### src/rtl/xbus_pkg.sv
// rtl/xbus_pkg.sv - shared state type, wait defaults and address map for the Xbus request controller
package xbus_pkg;

  typedef enum logic [2:0] {
    ST_IDLE     = 3'd0,
    ST_DECODE   = 3'd1,
    ST_WAIT_ACK = 3'd2,
    ST_TIMEOUT  = 3'd3,
    ST_DONE     = 3'd4
  } xbus_state_t;

  localparam int DEFAULT_DECODE_WAIT = 4;
  localparam int DEFAULT_ACK_WAIT    = 64;

  localparam logic [21:0] UNIBUS_REG_BASE = 22'o17773000;
  localparam logic [21:0] UNIBUS_NXM_BASE = 22'o17400000;
  localparam logic [21:0] XBUS_NXM_BASE   = 22'o17000000;

  // Watchdog compare value for a wait of the given length in cycles.
  function automatic logic [7:0] wait_limit(input int cycles);
    return 8'(cycles - 1);
  endfunction

endpackage

### src/rtl/xbus_wdog.sv
// rtl/xbus_wdog.sv - 8-bit cycle counter with synchronous clear and limit compare
module xbus_wdog (
  input  logic       clk,
  input  logic       reset,
  input  logic       clear,
  input  logic       enable,
  input  logic [7:0] limit,
  output logic       at_limit
);

  logic [7:0] count;

  always_ff @(posedge clk or posedge reset) begin
    if (reset) begin
      count <= '0;
    end else if (clear) begin
      count <= '0;
    end else if (enable) begin
      count <= count + 8'd1;
    end
  end

  assign at_limit = (count == limit);

endmodule

### src/rtl/xbus_request_ctl.sv
// rtl/xbus_request_ctl.sv - Xbus master: broadcasts one CPU cycle to the slaves, selects the decoder,
// returns its data/ack, and ends undecoded or unacked cycles with a timeout pulse and NXM.
module xbus_request_ctl
  import xbus_pkg::*;
#(
  parameter int NDEV        = 4,
  parameter int DECODE_WAIT = DEFAULT_DECODE_WAIT,
  parameter int ACK_WAIT    = DEFAULT_ACK_WAIT
) (
  input  logic                 clk,
  input  logic                 reset,
  input  logic                 cpu_req,
  input  logic                 cpu_write,
  input  logic [21:0]          cpu_addr,
  input  logic [31:0]          cpu_data_in,
  output logic                 cpu_ack,
  output logic [31:0]          cpu_data_out,
  output logic                 cpu_nxm,
  output logic                 busy,
  output logic                 bus_req,
  output logic                 bus_write,
  output logic [21:0]          bus_addr,
  output logic [31:0]          bus_data,
  output logic                 timeout,
  input  logic [NDEV-1:0]      dev_decode,
  input  logic [NDEV-1:0]      dev_ack,
  input  logic [32*NDEV-1:0]   dev_data,
  output logic                 decode_conflict
);

  localparam int SW = (NDEV > 1) ? $clog2(NDEV) : 1;

  xbus_state_t state, next_state;
  logic [SW-1:0] sel, lowest;
  logic          any_decode, sel_ack, wd_clear, wd_enable, wd_at_limit;
  logic [7:0]    wd_limit;
  logic [31:0]   sel_data, cpu_data_d;
  logic          bus_req_d, timeout_d, busy_d, cpu_ack_d, cpu_nxm_d, conflict_d;

  always_comb begin
    lowest = '0;
    for (int i = NDEV - 1; i >= 0; i--) begin
      if (dev_decode[i]) lowest = SW'(i);
    end
  end

  assign any_decode = |dev_decode;
  assign sel_ack    = dev_ack[sel];
  assign sel_data   = dev_data[32*int'(sel) +: 32];

  // One counter serves both waits; it restarts on accept and again when a slave decodes.
  assign wd_limit  = (state == ST_DECODE) ? wait_limit(DECODE_WAIT) : wait_limit(ACK_WAIT);
  assign wd_clear  = (state == ST_IDLE) || (state == ST_DECODE && any_decode);
  assign wd_enable = (state == ST_DECODE) || (state == ST_WAIT_ACK);

  xbus_wdog u_wdog (
    .clk      (clk),
    .reset    (reset),
    .clear    (wd_clear),
    .enable   (wd_enable),
    .limit    (wd_limit),
    .at_limit (wd_at_limit)
  );

  always_ff @(posedge clk or posedge reset) begin
    if (reset) begin
      state           <= ST_IDLE;
      sel             <= '0;
      bus_write       <= 1'b0;
      bus_addr        <= '0;
      bus_data        <= '0;
      bus_req         <= 1'b0;
      timeout         <= 1'b0;
      busy            <= 1'b0;
      cpu_ack         <= 1'b0;
      cpu_nxm         <= 1'b0;
      cpu_data_out    <= '0;
      decode_conflict <= 1'b0;
    end else begin
      state           <= next_state;
      bus_req         <= bus_req_d;
      timeout         <= timeout_d;
      busy            <= busy_d;
      cpu_ack         <= cpu_ack_d;
      cpu_nxm         <= cpu_nxm_d;
      cpu_data_out    <= cpu_data_d;
      decode_conflict <= conflict_d;
      if (state == ST_IDLE && cpu_req) begin
        bus_write <= cpu_write;
        bus_addr  <= cpu_addr;
        bus_data  <= cpu_data_in;
      end
      if (state == ST_DECODE && any_decode) sel <= lowest;
    end
  end

  always_comb begin
    next_state = state;
    case (state)
      ST_IDLE:     if (cpu_req) next_state = ST_DECODE;
      ST_DECODE:   if (any_decode) next_state = ST_WAIT_ACK;
                   else if (wd_at_limit) next_state = ST_TIMEOUT;
      ST_WAIT_ACK: if (sel_ack) next_state = ST_DONE;
                   else if (wd_at_limit) next_state = ST_TIMEOUT;
      ST_TIMEOUT:  next_state = ST_DONE;
      ST_DONE:     if (!cpu_req) next_state = ST_IDLE;
      default:     next_state = ST_IDLE;
    endcase
  end

  // Registered outputs are computed from the state being entered so they line up with it.
  always_comb begin
    bus_req_d  = (next_state == ST_DECODE) || (next_state == ST_WAIT_ACK);
    timeout_d  = (next_state == ST_TIMEOUT);
    busy_d     = (next_state != ST_IDLE);
    cpu_ack_d  = (next_state == ST_DONE);
    cpu_nxm_d  = (next_state == ST_DONE) && ((state == ST_TIMEOUT) || cpu_nxm);
    conflict_d = (state == ST_DECODE) && ($countones(dev_decode) > 1);
    cpu_data_d = cpu_data_out;
    case (state)
      ST_WAIT_ACK: if (sel_ack) cpu_data_d = bus_write ? 32'h0 : sel_data;
      ST_TIMEOUT:  cpu_data_d = 32'h0;
      ST_DONE:     if (!cpu_req) cpu_data_d = 32'h0;
      default:     cpu_data_d = cpu_data_out;
    endcase
  end

endmodule

### config.mk
export PLATFORM = sky130hd
export DESIGN_NAME = xbus_request_ctl
export DESIGN_NICKNAME = d
export VERILOG_FILES = /design/src/rtl/xbus_pkg.sv /design/src/rtl/xbus_wdog.sv /design/src/rtl/xbus_request_ctl.sv
export SDC_FILE = /design/constraint.sdc
export NUM_CORES = 1
export LEC_CHECK = 0
export ABC_AREA = 1
export CORE_MARGIN = 2
export CORE_UTILIZATION = 30
export CTS_BUF_LIST = sky130_fd_sc_hd__clkbuf_4 sky130_fd_sc_hd__clkbuf_8 sky130_fd_sc_hd__clkbuf_16
export DETAILED_ROUTE_END_ITERATION = 10
export HOLD_SLACK_MARGIN = 0.02
export PLACE_DENSITY_LB_ADDON = 0.1
export SLEW_MARGIN = 0
export SYNTH_ARGS = -nofsm -noshare
export SYNTH_HDL_FRONTEND = slang
export SYNTH_SLANG_ARGS = --single-unit
### constraint.sdc
create_clock -name clk -period 3.3 [get_ports clk]
set_input_delay 0.66 -clock clk [delete_from_list [all_inputs] [get_ports clk]]
set_output_delay 0.66 -clock clk [all_outputs]
set_load 0.1 [all_outputs]
==> report_table.html <==
<table>
<tr><th>Metric</th><th>Value</th></tr>
<tr><th colspan="2">Setup path</th></tr>
<tr><td>Crit Path Class</td><td>reg -&gt; reg</td></tr>
<tr><td>Delay of the slowest critical-path stage</td><td>0.53 ns</td></tr>
<tr><td>Worst Reg-to-Reg Cells</td><td>9</td></tr>
<tr><td>Startpoint class of the critical path</td><td>flip-flop</td></tr>
<tr><td>Cell type with the highest occurrence count on the critical path</td><td>sky130_fd_sc_hd__nand2_1</td></tr>
<tr><td>Endpoint of the lowest-slack register-to-register path</td><td>cpu_data_out[27]$_DFFE_PP0P_</td></tr>
<tr><td>CP Cell Sequence</td><td>buf_4 -&gt; nand2_1 -&gt; nand3_1 -&gt; nand2_1 -&gt; nand2_1 -&gt; o21a_2 -&gt; buf_12 -&gt; nand2_1 -&gt; o21ai_2</td></tr>
<tr><td>Reg2reg setup slack</td><td>~1.1 ns</td></tr>
<tr><td>Crit-path slowest cell</td><td>sky130_fd_sc_hd__buf_4</td></tr>
<tr><td>Top fanout value on the critical path</td><td>between 60 and 70</td></tr>
<tr><td>Startpoint of the lowest-slack register-to-register path</td><td>sel[0]$_DFFE_PP0P_</td></tr>
<tr><td>Crit path capture type</td><td>flip-flop</td></tr>
<tr><td>Critical Path RT</td><td>between 3 and 4 ns</td></tr>
<tr><td>Data arrival time at the worst-slack endpoint</td><td>between 2 and 2.5 ns</td></tr>
<tr><th colspan="2">Synthesis</th></tr>
<tr><td>Number of synthesized flops with an enable pin</td><td>0</td></tr>
<tr><td>Number of synthesis warnings</td><td>0</td></tr>
<tr><td>Number of distinct library cell variants in the gate-level netlist after synthesis</td><td>27</td></tr>
<tr><td>Gate count of the mapped netlist</td><td>758</td></tr>
<tr><td>Synthesized Nets</td><td>around 960</td></tr>
<tr><td>FF+latch count, synth</td><td>~110</td></tr>
<tr><td>Share of synthesized flip-flops with an asynchronous set or reset</td><td>100%</td></tr>
<tr><td>Main synth FF type</td><td>sky130_fd_sc_hd__dfrtp_1</td></tr>
<tr><td>Post-synthesis sequential area ratio</td><td>a little under half</td></tr>
<tr><td>Post-synthesis cell area</td><td>~5600 um2</td></tr>
<tr><td>Post-synthesis average cell area</td><td>7.38 um2</td></tr>
<tr><th colspan="2">Clock tree</th></tr>
<tr><td>Clk Latency, worst-skew pair</td><td>between 0.3 and 0.4 ns</td></tr>
<tr><td>Number of CTS-inserted buffers</td><td>9</td></tr>
<tr><td>CTS tree</td><td>done</td></tr>
<tr><td>Clock slew at the register clock pins of the worst setup and hold paths</td><td>approximately 0.070 ns</td></tr>
<tr><td>Number of H-tree branching levels</td><td>3</td></tr>
<tr><td>Count of cells resized by post-cts repair</td><td>0</td></tr>
<tr><td>Deepest clock path buffer count</td><td>2</td></tr>
<tr><td>Hold bufs inserted after CTS</td><td>0</td></tr>
<tr><td>Number of setup buffers added after CTS</td><td>0</td></tr>
<tr><td>Clock net sink count</td><td>between 100 and 150</td></tr>
<tr><td>Clk root buf</td><td>sky130_fd_sc_hd__clkbuf_16</td></tr>
<tr><th colspan="2">GRT</th></tr>
<tr><td>Number of global-route vias before repair</td><td>about 5400</td></tr>
<tr><td>Number of antenna violations at the first check in global routing</td><td>0</td></tr>
<tr><td>Leftover overflow at the end of global routing</td><td>0</td></tr>
<tr><td>Global routing usage summed across all routing layers</td><td>between 10% and 20%</td></tr>
<tr><td>Largest net degree at the start of global routing</td><td>67</td></tr>
<tr><td>Wire length of the first global-routing pass</td><td>between 20000 and 30000 um</td></tr>
<tr><th colspan="2">Die</th></tr>
<tr><td># rows</td><td>about 50</td></tr>
<tr><td>Effective utilization at floorplan</td><td>approximately 31%</td></tr>
<tr><td>Boundary pin count</td><td>about 290</td></tr>
<tr><td>Horizontal extent of the die</td><td>141 um</td></tr>
<tr><td>Placeable core area</td><td>18100 um2</td></tr>
<tr><td>Full die area</td><td>approximately 20000 um2</td></tr>
<tr><td>Overall die height</td><td>between 100 and 150 um</td></tr>
<tr><th colspan="2">Timing</th></tr>
<tr><td>Setup repair after global routing missed its margin</td><td>no</td></tr>
<tr><td>Worst Max-Slew Pin Slew</td><td>0.789 ns</td></tr>
<tr><td>Post-Route Setup TNS</td><td>0 ns</td></tr>
<tr><td>Final hold viol count</td><td>0</td></tr>
<tr><td>Slew margin rel.</td><td>roughly 47%</td></tr>
<tr><td>Shortest clock period the worst path allows after layout</td><td>2.17 ns</td></tr>
<tr><td>Fraction of the cycle the final worst path needs</td><td>between 60% and 70%</td></tr>
<tr><td>Final count of pins violating max slew</td><td>0</td></tr>
<tr><td>Clock Skews</td><td>slightly above 0.008 ns</td></tr>
<tr><td>Maximum operating frequency</td><td>roughly 460 MHz</td></tr>
<tr><td>Setup-failing EPs final</td><td>0</td></tr>
<tr><th colspan="2">Placement</th></tr>
<tr><td>Final estimated routing congestion in global placement</td><td>0.784</td></tr>
<tr><td>Cell area after placement</td><td>~8400 um2</td></tr>
<tr><td>Number of input and output port buffers inserted</td><td>between 200 and 300</td></tr>
<tr><td>Detailed-placement wirelength estimate</td><td>around 14000 um</td></tr>
<tr><th colspan="2">Finish</th></tr>
<tr><td>Area delta synth-&gt;final</td><td>55.8%</td></tr>
<tr><td>Antenna Diode Count</td><td>0</td></tr>
<tr><td>Reg area</td><td>2650 um2</td></tr>
<tr><td>Summed area of non-filler cells in the final layout</td><td>8710 um2</td></tr>
<tr><td>Layout cells sized above 1</td><td>~17%</td></tr>
<tr><td>Total area of multi-input combinational cells</td><td>~2500 um2</td></tr>
<tr><td>Final Net Count</td><td>roughly 1200</td></tr>
<tr><td>Number of inserted filler cells in the final layout</td><td>approximately 1800</td></tr>
<tr><th colspan="2">Run</th></tr>
<tr><td>Max-cap check violation count</td><td>0</td></tr>
<tr><th colspan="2">Drt</th></tr>
<tr><td>Starting DRC count in detailed routing</td><td>250</td></tr>
<tr><td>Remaining number of nets flagged by the antenna check after routing</td><td>0</td></tr>
<tr><td>Drt pass-1 iters</td><td>4</td></tr>
<tr><td>Drt total wl</td><td>roughly 19000 um</td></tr>
<tr><td>WL/cell</td><td>between 10 and 15 um</td></tr>
<tr><td>DRC</td><td>0</td></tr>
<tr><td>Via Count</td><td>about 5600</td></tr>
<tr><td>Post-detailed-route via-to-cell ratio</td><td>around 4.4</td></tr>
<tr><th colspan="2">Min path</th></tr>
<tr><td>Hold Path Sink</td><td>bus_data[25]$_DFFE_PP0P_</td></tr>
<tr><td>Source of the worst hold timing path</td><td>bus_data[25]$_DFFE_PP0P_</td></tr>
<tr><td>WHS Path Cells</td><td>2</td></tr>
<tr><td>Hold/Removal Path Class</td><td>reg -&gt; reg</td></tr>
<tr><th colspan="2">Run status</th></tr>
<tr><td>Run status</td><td>completed</td></tr>
</table>
## cells in the final DEF, fill, tap and decap left out
cell type	count
sky130_fd_sc_hd__xor2_1	1
sky130_fd_sc_hd__nor2_2	2
sky130_fd_sc_hd__nand4_1	5
sky130_fd_sc_hd__dfrtp_2	1
sky130_fd_sc_hd__o21ai_0	6
sky130_fd_sc_hd__o21ai_2	33
sky130_fd_sc_hd__buf_4	105
sky130_fd_sc_hd__dfrtp_1	105
sky130_fd_sc_hd__nor2_1	18
sky130_fd_sc_hd__a21oi_2	1
sky130_fd_sc_hd__clkdlybuf4s50_1	193
sky130_fd_sc_hd__nand3_1	8
sky130_fd_sc_hd__nand3_2	1
sky130_fd_sc_hd__nor3_1	34
sky130_fd_sc_hd__clkinvlp_4	2
sky130_fd_sc_hd__fa_1	1
sky130_fd_sc_hd__inv_6	1
sky130_fd_sc_hd__nand2_2	1
sky130_fd_sc_hd__bufinv_16	1
sky130_fd_sc_hd__inv_8	1
sky130_fd_sc_hd__clkbuf_16	9
sky130_fd_sc_hd__a21oi_1	71
sky130_fd_sc_hd__nor2_4	2
sky130_fd_sc_hd__inv_1	50
sky130_fd_sc_hd__clkinv_4	2
sky130_fd_sc_hd__ha_1	2
sky130_fd_sc_hd__nand3b_1	1
sky130_fd_sc_hd__buf_12	2
sky130_fd_sc_hd__inv_2	6
sky130_fd_sc_hd__xnor2_1	1
sky130_fd_sc_hd__nand2_1	361
sky130_fd_sc_hd__o21ai_1	1
sky130_fd_sc_hd__clkbuf_4	1
sky130_fd_sc_hd__o21a_2	1
## kinds of logic (layout without fill, tap and decap cells)
family	Yosys count	count (layout)	share of synthesized area, %
DFF	106	106	47.4
and+or+nand+nor	433	433	30.7
AOI/OAI and AO/OA	113	113	12.4
buffers and inverters	101	373	8.30
adders and majority gates	3	3	0.806
xor gates and xnor gates	2	2	0.313
## layout make-up
| type | instances | share of cell area [%] |
|---|---|---|
| tap | 229 | 3.29 |
| clock buffer | 10 | 2.67 |
| clock inverter | 6 | 0.862 |
| sequential | 106 | 30.5 |
| timing repair buffer | 300 | 31.7 |
| inverter | 57 | 2.50 |
| multi-input combinational | 551 | 28.5 |
## flip-flops by register name, indices dropped and copies added, names as in the netlist
name             cells
bus_addr            22
bus_data            32
bus_req              1
bus_write            1
busy                 1
cpu_ack              1
cpu_data_out        32
cpu_nxm              1
decode_conflict      1
sel                  2
state                3
timeout              1
u_wdog.count         8
## how the worst max path moves through the flow
stage / startpoint / endpoint
floorplan: reset / bus_addr[0]$_DFFE_PP0P_
global placement: dev_ack[0] / cpu_data_out[20]$_DFFE_PP0P_
detailed placement: dev_ack[0] / cpu_data_out[27]$_DFFE_PP0P_
CTS: sel[0]$_DFFE_PP0P_ / cpu_data_out[27]$_DFFE_PP0P_
global route: sel[0]$_DFFE_PP0P_ / cpu_data_out[18]$_DFFE_PP0P_
finish: sel[0]$_DFFE_PP0P_ / cpu_data_out[27]$_DFFE_PP0P_
## synth_stat cells, drive strengths merged, types with 2 or more instances
master / number / area (um2)
ha: 2 / 25.0
a21oi: 72 / 364
nor3: 34 / 170
o21ai: 40 / 324
dfrtp: 106 / 2650
nor2: 22 / 95.1
nand2: 362 / 1360
clkbuf: 15 / 56.3
buf: 29 / 194
inv: 57 / 214
nand4: 5 / 31.3
nand3: 9 / 50.1
## layer usage
layer | part of all wire (%) | routed length [um] | global-route usage (%)
met4 | 1.3 | 249 | 5.42
met3 | 9.5 | 1780 | 5.81
met1 | 44 | 8160 | 24.2
met5 | 0 | 0 | 0
met2 | 46 | 8520 | 30.1
## through the flow
step                      utilization (%)  cells  worst slack [ns]  hold WS (ns)
after floorplan                         -    758              1.37         0.522
after global placement               46.3   1243              1.04         0.455
after detailed placement             46.3   1243             0.972         0.459
after CTS                            48.0   1259              1.11         0.478
after global routing                 48.0   1259             0.950         0.501
final                                48.0   1259              1.13         0.473
## critical path: cells and delay by family (launching register included)
family | cells | cell delay [ns]
buffers and inverters | 2 | 0.83
and+or+nand+nor | 5 | 0.62
DFF | 1 | 0.36
AOI/OAI and AO/OA | 2 | 0.24
Power is left out: the tool's default activity adds up to more than one toggle a clock period on the data nets, which glitch-free logic cannot reach.
